[config.mk]
export PLATFORM = sky130hd
export DESIGN_NAME = uart_rx_param
export DESIGN_NICKNAME = d
export VERILOG_FILES = /design/src/rtl/uart_pkg.sv /design/src/rtl/uart_baud_tick.sv /design/src/rtl/uart_rx_param.sv
export SDC_FILE = /design/constraint.sdc
export NUM_CORES = 1
export LEC_CHECK = 0
export BUFFER_PORTS_ARGS = -buffer_cell sky130_fd_sc_hd__buf_4
export CORE_MARGIN = 3
export CORE_UTILIZATION = 58
export CTS_CLUSTER_SIZE = 8
export DETAILED_ROUTE_END_ITERATION = 8
export PLACE_DENSITY = 0.78
export SYNTH_ARGS = -nofsm -noshare
export SYNTH_HDL_FRONTEND = slang
export SYNTH_SLANG_ARGS = --single-unit
[constraint.sdc]
create_clock -name clk -period 2.39 [get_ports clk]
set_clock_uncertainty 0.1 [all_clocks]
set_input_delay 0.239 -clock clk [delete_from_list [all_inputs] [get_ports clk]]
set_output_delay 0.239 -clock clk [all_outputs]
set_load 0.05 [all_outputs]
[src/rtl/uart_pkg.sv]
// Shared definitions for the parametrised UART receiver and transmitter.
package uart_pkg;

    typedef enum logic [1:0] {
        PAR_NONE = 2'd0,
        PAR_ODD  = 2'd1,
        PAR_EVEN = 2'd2
    } parity_e;

    typedef enum logic [2:0] {
        ST_IDLE,
        ST_START,
        ST_DATA,
        ST_PARITY,
        ST_STOP,
        ST_BREAK_WAIT
    } rx_state_e;

    // Clocks per oversample tick, integer floor.
    function automatic int unsigned calc_div(input int unsigned clk_hz,
                                             input int unsigned baud,
                                             input int unsigned os);
        return clk_hz / (baud * os);
    endfunction

endpackage

[src/rtl/uart_baud_tick.sv]
// Oversample tick generator: counts 0..DIV-1 and pulses tick on wrap; clr holds phase at 0.
module uart_baud_tick #(
    parameter int unsigned DIV = 10
) (
    input  logic clk,
    input  logic rst_n,
    input  logic clr,
    output logic tick
);

    localparam int unsigned CW = (DIV > 2) ? $clog2(DIV) : 1;

    logic [CW-1:0] cnt_q, cnt_d;
    logic          tick_q, tick_d;

    always_comb begin
        cnt_d  = cnt_q;
        tick_d = 1'b0;
        if (clr) begin
            cnt_d = '0;
        end else if (cnt_q == CW'(DIV - 1)) begin
            cnt_d  = '0;
            tick_d = 1'b1;
        end else begin
            cnt_d = cnt_q + CW'(1);
        end
    end

    always_ff @(posedge clk or negedge rst_n) begin
        if (!rst_n) begin
            cnt_q  <= '0;
            tick_q <= 1'b0;
        end else begin
            cnt_q  <= cnt_d;
            tick_q <= tick_d;
        end
    end

    assign tick = tick_q;

endmodule

[src/rtl/uart_rx_param.sv]
// Parametrised UART receiver: self-timed oversampling, majority vote, valid/ready output with error flags.
module uart_rx_param
    import uart_pkg::*;
#(
    parameter int unsigned CLK_HZ     = 50000000,
    parameter int unsigned BAUD       = 115200,
    parameter int unsigned OVERSAMPLE = 16,
    parameter int unsigned DATA_BITS  = 8,
    parameter int unsigned PARITY     = 0,
    parameter int unsigned STOP_BITS  = 1
) (
    input  logic                 clk,
    input  logic                 rst_n,
    input  logic                 rx,
    output logic [DATA_BITS-1:0] rx_data,
    output logic                 rx_valid,
    input  logic                 rx_ready,
    output logic                 parity_err,
    output logic                 frame_err,
    output logic                 overrun_err,
    output logic                 busy
);

    localparam int unsigned DIV = calc_div(CLK_HZ, BAUD, OVERSAMPLE);
    localparam int unsigned OSW = $clog2(OVERSAMPLE);
    localparam int unsigned BCW = $clog2(DATA_BITS + 1);
    localparam parity_e     PAR_MODE = parity_e'(PARITY[1:0]);

    if (DIV < 2) begin : g_bad_div
        $error("uart_rx_param: CLK_HZ/(BAUD*OVERSAMPLE) must be >= 2");
    end
    if ((OVERSAMPLE < 8) || (OVERSAMPLE % 2 != 0)) begin : g_bad_os
        $error("uart_rx_param: OVERSAMPLE must be even and >= 8");
    end
    if ((DATA_BITS < 5) || (DATA_BITS > 9) || (PARITY > 2) || (STOP_BITS < 1) || (STOP_BITS > 2)) begin : g_bad_fmt
        $error("uart_rx_param: unsupported frame format");
    end

    rx_state_e            state_q, state_d;
    logic                 rx_meta_q, rs_q;
    logic [OSW-1:0]       os_q, os_d, os_inc;
    logic [BCW-1:0]       bit_q, bit_d;
    logic [DATA_BITS-1:0] shreg_q, shreg_d;
    logic [1:0]           smp_q, smp_d;
    logic                 par_q, par_d;
    logic                 fe_acc_q, fe_acc_d;
    logic                 stp_q, stp_d;
    logic [DATA_BITS-1:0] rx_data_q, rx_data_d;
    logic                 rx_valid_q, rx_valid_d;
    logic                 perr_q, perr_d;
    logic                 ferr_q, ferr_d;
    logic                 ovr_q, ovr_d;
    logic                 busy_q, busy_d;

    logic tick, tick_clr, wrap, s_a, s_b, s_dec, vote, last_stop, par_calc, par_fail;
    logic frame_done;

    // Tick phase is re-aligned to each start edge by holding the divider in IDLE.
    assign tick_clr = (state_q == ST_IDLE);

    uart_baud_tick #(.DIV(DIV)) u_tick (
        .clk   (clk),
        .rst_n (rst_n),
        .clr   (tick_clr),
        .tick  (tick)
    );

    assign os_inc    = (os_q == OSW'(OVERSAMPLE - 1)) ? '0 : os_q + OSW'(1);
    assign wrap      = tick && (os_q == OSW'(OVERSAMPLE - 1));
    assign s_a       = tick && (os_inc == OSW'(OVERSAMPLE / 2 - 1));
    assign s_b       = tick && (os_inc == OSW'(OVERSAMPLE / 2));
    assign s_dec     = tick && (os_inc == OSW'(OVERSAMPLE / 2 + 1));
    assign vote      = (smp_q[0] & smp_q[1]) | (smp_q[0] & rs_q) | (smp_q[1] & rs_q);
    assign last_stop = (STOP_BITS == 1) ? 1'b1 : stp_q;
    assign par_calc  = ^{shreg_q, par_q};
    assign par_fail  = (PAR_MODE == PAR_ODD)  ? ~par_calc :
                       (PAR_MODE == PAR_EVEN) ?  par_calc : 1'b0;

    always_comb begin
        state_d    = state_q;
        os_d       = os_q;
        bit_d      = bit_q;
        shreg_d    = shreg_q;
        smp_d      = smp_q;
        par_d      = par_q;
        fe_acc_d   = fe_acc_q;
        stp_d      = stp_q;
        rx_data_d  = rx_data_q;
        rx_valid_d = rx_valid_q;
        perr_d     = perr_q;
        ferr_d     = ferr_q;
        ovr_d      = 1'b0;
        frame_done = 1'b0;

        if (tick) os_d = os_inc;
        if (s_a)  smp_d[0] = rs_q;
        if (s_b)  smp_d[1] = rs_q;

        case (state_q)
            ST_IDLE: begin
                os_d = '0;
                if (!rs_q) begin
                    state_d  = ST_START;
                    bit_d    = '0;
                    stp_d    = 1'b0;
                    fe_acc_d = 1'b0;
                end
            end
            ST_START: begin
                if (s_b && rs_q) state_d = ST_IDLE;
                if (wrap)        state_d = ST_DATA;
            end
            ST_DATA: begin
                if (s_dec) begin
                    shreg_d = {vote, shreg_q[DATA_BITS-1:1]};
                    bit_d   = bit_q + BCW'(1);
                end
                if (wrap && (bit_q == BCW'(DATA_BITS)))
                    state_d = (PAR_MODE == PAR_NONE) ? ST_STOP : ST_PARITY;
            end
            ST_PARITY: begin
                if (s_dec) par_d = vote;
                if (wrap)  state_d = ST_STOP;
            end
            ST_STOP: begin
                if (s_dec) begin
                    if (!vote) fe_acc_d = 1'b1;
                    // Completion at the mid-point of the last stop bit; a zero word with a low stop is a break.
                    if (last_stop) begin
                        frame_done = 1'b1;
                        state_d    = ((shreg_q == '0) && !vote) ? ST_BREAK_WAIT : ST_IDLE;
                    end
                end
                if (wrap) stp_d = 1'b1;
            end
            ST_BREAK_WAIT: begin
                if (rs_q) state_d = ST_IDLE;
            end
            default: state_d = ST_IDLE;
        endcase

        if (frame_done) begin
            if (!rx_valid_q || rx_ready) begin
                rx_data_d  = shreg_q;
                perr_d     = par_fail;
                ferr_d     = fe_acc_q | ~vote;
                rx_valid_d = 1'b1;
            end else begin
                ovr_d = 1'b1;
            end
        end else if (rx_valid_q && rx_ready) begin
            rx_valid_d = 1'b0;
        end

        busy_d = (state_d != ST_IDLE);
    end

    always_ff @(posedge clk or negedge rst_n) begin
        if (!rst_n) begin
            rx_meta_q  <= 1'b1;
            rs_q       <= 1'b1;
            state_q    <= ST_IDLE;
            os_q       <= '0;
            bit_q      <= '0;
            shreg_q    <= '0;
            smp_q      <= '0;
            par_q      <= 1'b0;
            fe_acc_q   <= 1'b0;
            stp_q      <= 1'b0;
            rx_data_q  <= '0;
            rx_valid_q <= 1'b0;
            perr_q     <= 1'b0;
            ferr_q     <= 1'b0;
            ovr_q      <= 1'b0;
            busy_q     <= 1'b0;
        end else begin
            rx_meta_q  <= rx;
            rs_q       <= rx_meta_q;
            state_q    <= state_d;
            os_q       <= os_d;
            bit_q      <= bit_d;
            shreg_q    <= shreg_d;
            smp_q      <= smp_d;
            par_q      <= par_d;
            fe_acc_q   <= fe_acc_d;
            stp_q      <= stp_d;
            rx_data_q  <= rx_data_d;
            rx_valid_q <= rx_valid_d;
            perr_q     <= perr_d;
            ferr_q     <= ferr_d;
            ovr_q      <= ovr_d;
            busy_q     <= busy_d;
        end
    end

    assign rx_data     = rx_data_q;
    assign rx_valid    = rx_valid_q;
    assign parity_err  = perr_q;
    assign frame_err   = ferr_q;
    assign overrun_err = ovr_q;
    assign busy        = busy_q;

endmodule

### Word level (Yosys, flattened, before mapping)

Index checks and enable logic that the tools add are counted.
W data, S select, Z words.

* logic and storage cells: 95
* register bits: 42

* reductions and logical operators: 23
* multiplexer cells: 30
* equality and inequality tests: 16
* $add $sub $neg: 3
* bitwise logic cells: 7

Operators with widths (count)
* $mux W3: 8
* $mux W4: 5
* $pmux W3 S6: 1
* $eq A4 B4 Y1 const B: 4
* $mux W1: 12
* $mux W5: 2
* $add A4 B1 Y4 const B: 2
* $logic_and A1 B1 Y1: 8
* $logic_not A8 Y1: 1
* $ne A2 B2 Y1 const B: 4
* $pmux W4 S2: 1
* $reduce_bool A2 Y1: 4
* $eq A3 B2 Y1 const B: 2
* $eq A3 B3 Y1 const B: 2
* $reduce_and A2 Y1: 3
* $add A5 B1 Y5 const B: 1
* $eq A5 B5 Y1 const B: 1
* $eq A4 B3 Y1 const B: 1
* $reduce_and A4 Y1: 1
* $and A1 B1 Y1: 3
* $eq A3 B1 Y1 const B: 1
* $logic_not A3 Y1: 1
* $or A1 B1 Y1: 3
* $reduce_and A3 Y1: 1
* other kinds (6): 7

### Logic depth before layout (Yosys ltp)

* depth after elaboration: 9
* gate-level depth with buffers: 8

### By module

From an unflattened synthesis, not the netlist that was laid out.

* cells, all modules: 179
* area, all modules: 2089.5 µm²

By module, submodules not included
* uart_rx_param: instances 1, sequential area each 903.4 µm², area each 1789.2 µm², cells each 155
* uart_baud_tick: instances 1, sequential area each 150.1 µm², area each 300.3 µm², cells each 24

### Least setup slack after synthesis

Ideal clock, no wire load.

* path type: reg-to-reg
* start point: reg os_q[1]
* end point: reg busy_q (netlist: busy)
* setup slack: 216 ps
* path buffers: 1
* period minus slack after synthesis: 2174 ps
* data required time: 2159 ps
* data arrival time: 1943 ps
* cell stages (with the launch flop): 8
* cells stage by stage: dfrtp_1 -> ha_1 -> buf_6 -> or3b_4 -> o22ai_4 -> nand2b_1 -> a21o_1 -> or3_1

* word-level cells in the longest chain between the ends: 9
* elaborated cells between the ends (all ways): 17
* those cells by class: add/sub (1); eq/ne (3); mux (7); reduce/logical (6)

RTL lines
* start: declaration: line uart_rx_param.sv:41 `logic [OSW-1:0] os_q, os_d, os_inc;`
* start signal: assignment: line uart_rx_param.sv:180 `os_q <= os_d;`
* $add A4 B1 Y4 or $eq A4 B4 Y1 (tied branches): line uart_rx_param.sv:68, uart_rx_param.sv:69
* $mux W4: line uart_rx_param.sv:68 `assign os_inc = (os_q == OSW'(OVERSAMPLE - 1)) ? '0 : os_q + OSW'(1);`
* $eq A4 B4 Y1: line uart_rx_param.sv:71 `assign s_b = tick && (os_inc == OSW'(OVERSAMPLE / 2));`
* $logic_and A1 B1 Y1: line uart_rx_param.sv:71
* $logic_and A1 B1 Y1: line uart_rx_param.sv:110 `if (s_b && rs_q) state_d = ST_IDLE;`
* $mux W3: line uart_rx_param.sv:110
* $mux W3: line uart_rx_param.sv:111 `if (wrap) state_d = ST_DATA;`
* $pmux W3 S6 *: line uart_rx_param.sv:99 `case (state_q)`
* named net state_d[2]: line uart_rx_param.sv:39 `rx_state_e state_q, state_d;`
* $reduce_bool A3 Y1 *: line uart_rx_param.sv:155 `busy_d = (state_d != ST_IDLE);`
* named net busy_d: line uart_rx_param.sv:53 `logic busy_q, busy_d;`
* end signal: assignment: line uart_rx_param.sv:192 `busy_q <= busy_d;`
* end: declaration: line uart_rx_param.sv:53

Mark *: on every way through the listed nets, which the timed path passes. The rest lies on a longest branch.
A chain may end at the register's enable or synchronous reset.

### Worst setup path in the final report

Ends and elaborated chain as after synthesis.

==> flow_summary.yaml <==
run_status:
  outcome: "finished clean"
sta:
  finalSetupViolCount: 0
  final_max_slew_viol_count: 0
  rsz0062_at_grt: "no"
  tns_ns: 0
  worstMarginPinSlew_ns: 0.7049
  period_share_pct: 96.17
  period_minus_slack_ns: 2.298
  hold_ws_ns: 0.1011
  fmax_mhz: 435.1
  maxSlewHeadroom_pct: 52.65
  hold_viol: 0
synthesis:
  synthTopCellsByArea: "dfrtp_1, mux2_2, ha_1, nor2_1, dfstp_2"
  syn_nets: 185
  postSynthAreaPerCell_um2: 11.52
  syn_area_um2: 1993
  synth_seq_cells: 42
  synth.distinct_cells: 41
  yosys.area.top_type: "dfrtp_1"
  yosysWarningCount: 0
  synthFlopType: "dfrtp_1"
  synth_top_area_share_pct: 50.22
  seq_area_frac_synth_pct: 52.86
  synthCells: 173
  async_flop_share_pct: 100.0
  synth_edf_count: 0
final_layout:
  final_common_cell: "dfrtp_1"
  drive_above_1_share_pct: 26.67
  syn2layout_area_growth_pct: 10.80
  stdcell_area_um2: 2208
  antennaDiodeCount: 0
  final_nets: 206
  layout_common_cells: "dfrtp_1, mux2_2, nor2_1, buf_4, nand2_1"
  stdcell_count: 239
routing:
  vias: 1332
  highest_layer: "met4"
  drc: 0
  wl_um: 3375
  antenna_left: 0
  wl_met1_um: 1540
  drt_iter0_drc: 151
  wl_per_cell_um: 14.12
  viasPerCell: 5.573
  met2_length_um: 1596
  first_pass_iters: 4
  wl_met3_um: 164
place:
  hpwl_um: 2472
  place_area_um2: 2133
  place_inst: 229
  gp_congestion: 0.7716
  io_buffers: 15
cts:
  cts.sink_count: 42
  cts_made_buffers: 5
  post_cts_resized: 0
  clk_latency_ns: 0.36
  clock_path_buffers: 2
  cts_tree: "done"
  clk_pin_slew_ns: 0.13
  cts_root_buf: "clkbuf_4"
  htree_levels: 2
grt:
  antenna_found_initial: 0
  grt_pass1_wl_um: 6127
  grt_pass1_vias: 1340
  grt_usage_pct: 19.30
  grt_max_degree: 43
  grt_remaining_overflow: 0
critical_path:
  end_kind: "register"
  critPathRequiredTime_ns: 2.52
  reg2reg_slack_ns: 0.09
  path_class: "reg2reg"
  startpoint_type: "register"
  cp_max_fo: 9
  critPathArrivalTime_ns: 2.43
pwr:
  power_density_nw_per_um2: 488.5
  power_leakage_uw: 0.001082
  ir_drop_mv: 0.3834
floorplanning:
  die_area_um2: 4176
  start_util_pct: 63.21
  io-pin-count: 17
  rows: 20
  die_h_um: 64.62
  die_w_um: 64.62
  coreArea_um2: 3153
run:
  drv_cap: 0
worst_hold_path:
  hold_class: "in2reg"
-- per-stage QoR --
step                worst slack, ns  utilization (%)  power [uW]
finish                      0.09158            70.04        1079
detailed placement           0.1470            67.66       750.3
CTS                          0.1205            70.04        1086
floorplan                    0.2156                -       733.8
global placement             0.2450            67.66       749.5
global route                0.01352            70.04        1127
-- worst max-delay path: stages (launching register included) --
cell      delay (ns)
dfrtp_1         0.49
ha_1            0.24
or3b_4          0.39
o22a_1          0.25
a21boi_0        0.25
o21ai_1         0.11
or3_1           0.36
-- cells by family (layout without fill, tap and decap cells) --
group | Yosys count | in the layout | share of synthesized area (%)
AOI/OAI and AO/OA | 19 | 19 | 6.717
xor gates and xnor gates | 6 | 6 | 2.637
adders and majority gates | 9 | 9 | 5.524
buffers and inverters | 12 | 34 | 3.452
DFF | 42 | 42 | 52.86
muxes | 21 | 21 | 11.80
other | 1 | 1 | 0.1881
and+or+nand+nor | 63 | 63 | 16.82
-- cell type report --
class	instances	area (um^2)
Sequential cell	42	1054
Fill cell	246	944.7
Multi-Input combinational cell	119	870.8
Timing Repair Buffer	19	147.6
Tap cell	44	55.05
Clock buffer	6	41.29
Inverter	7	26.28
Clock inverter	2	13.76
-- layer usage --
| metal | GRT usage [%] | up-vias |
|---|---|---|
| met1 | 24.31 | 648 |
| li1 | - | 638 |
| met2 | 30.54 | 35 |
| met5 | 0 | - |
| met4 | 9.235 | 0 |
| met3 | 5.719 | 11 |
-- sequential cells by signal, indices dropped and copies added (netlist names) --
| name | cells |
|---|---|
| shreg_q | 8 |
| rs_q | 1 |
| state_q | 3 |
| bit_q | 4 |
| rx_data | 8 |
| os_q | 4 |
| rx_meta_q | 1 |
| overrun_err | 1 |
| fe_acc_q | 1 |
| busy | 1 |
| rx_valid | 1 |
| smp_q | 2 |
| frame_err | 1 |
| u_tick.tick | 1 |
| u_tick.cnt_q | 5 |
-- repair_timing --
item                       4_1_cts  5_1_grt
setup endpoints to repair        0        0
hold endpoints to repair        41        0
buffers inserted                 0        0
hold buffers                     2        0
-- Yosys cell counts (2+ instances only) --
cell / count
nand4_1: 3
xor2_1: 5
inv_1: 7
nand2_1: 11
buf_4: 2
dfstp_2: 2
a21oi_1: 4
nand3_1: 7
or3_1: 3
a21boi_0: 2
or4_1: 2
mux2_2: 20
nand3b_1: 2
buf_6: 2
nor2_1: 19
nor3_1: 3
ha_1: 8
o21ai_0: 5
dfrtp_1: 40
nand2b_1: 5
-- power by group --
group	internal (uW)	total [uW]	leakage, uW	switching [uW]
logic	5.75	22.5	0.000500	16.7
registers	714	715	0.000550	1.90
clock network	116	341	0.0000322	225
-- final timing paths --
| kind | start | end | depth (start not counted) |
|---|---|---|---|
| setup reg to reg | os_q[1] | busy | 6 |
| max in group asynchronous | rst_n | rs_q | 2 |
| min in group asynchronous | rst_n | overrun_err | 2 |
| hold reg to reg | rx_meta_q | rs_q | 0 |
| setup / recovery | os_q[1] | busy | 6 |
| hold / removal | rx_ready | overrun_err | 3 |
No activity file was read; power rests on OpenSTA's default activity.
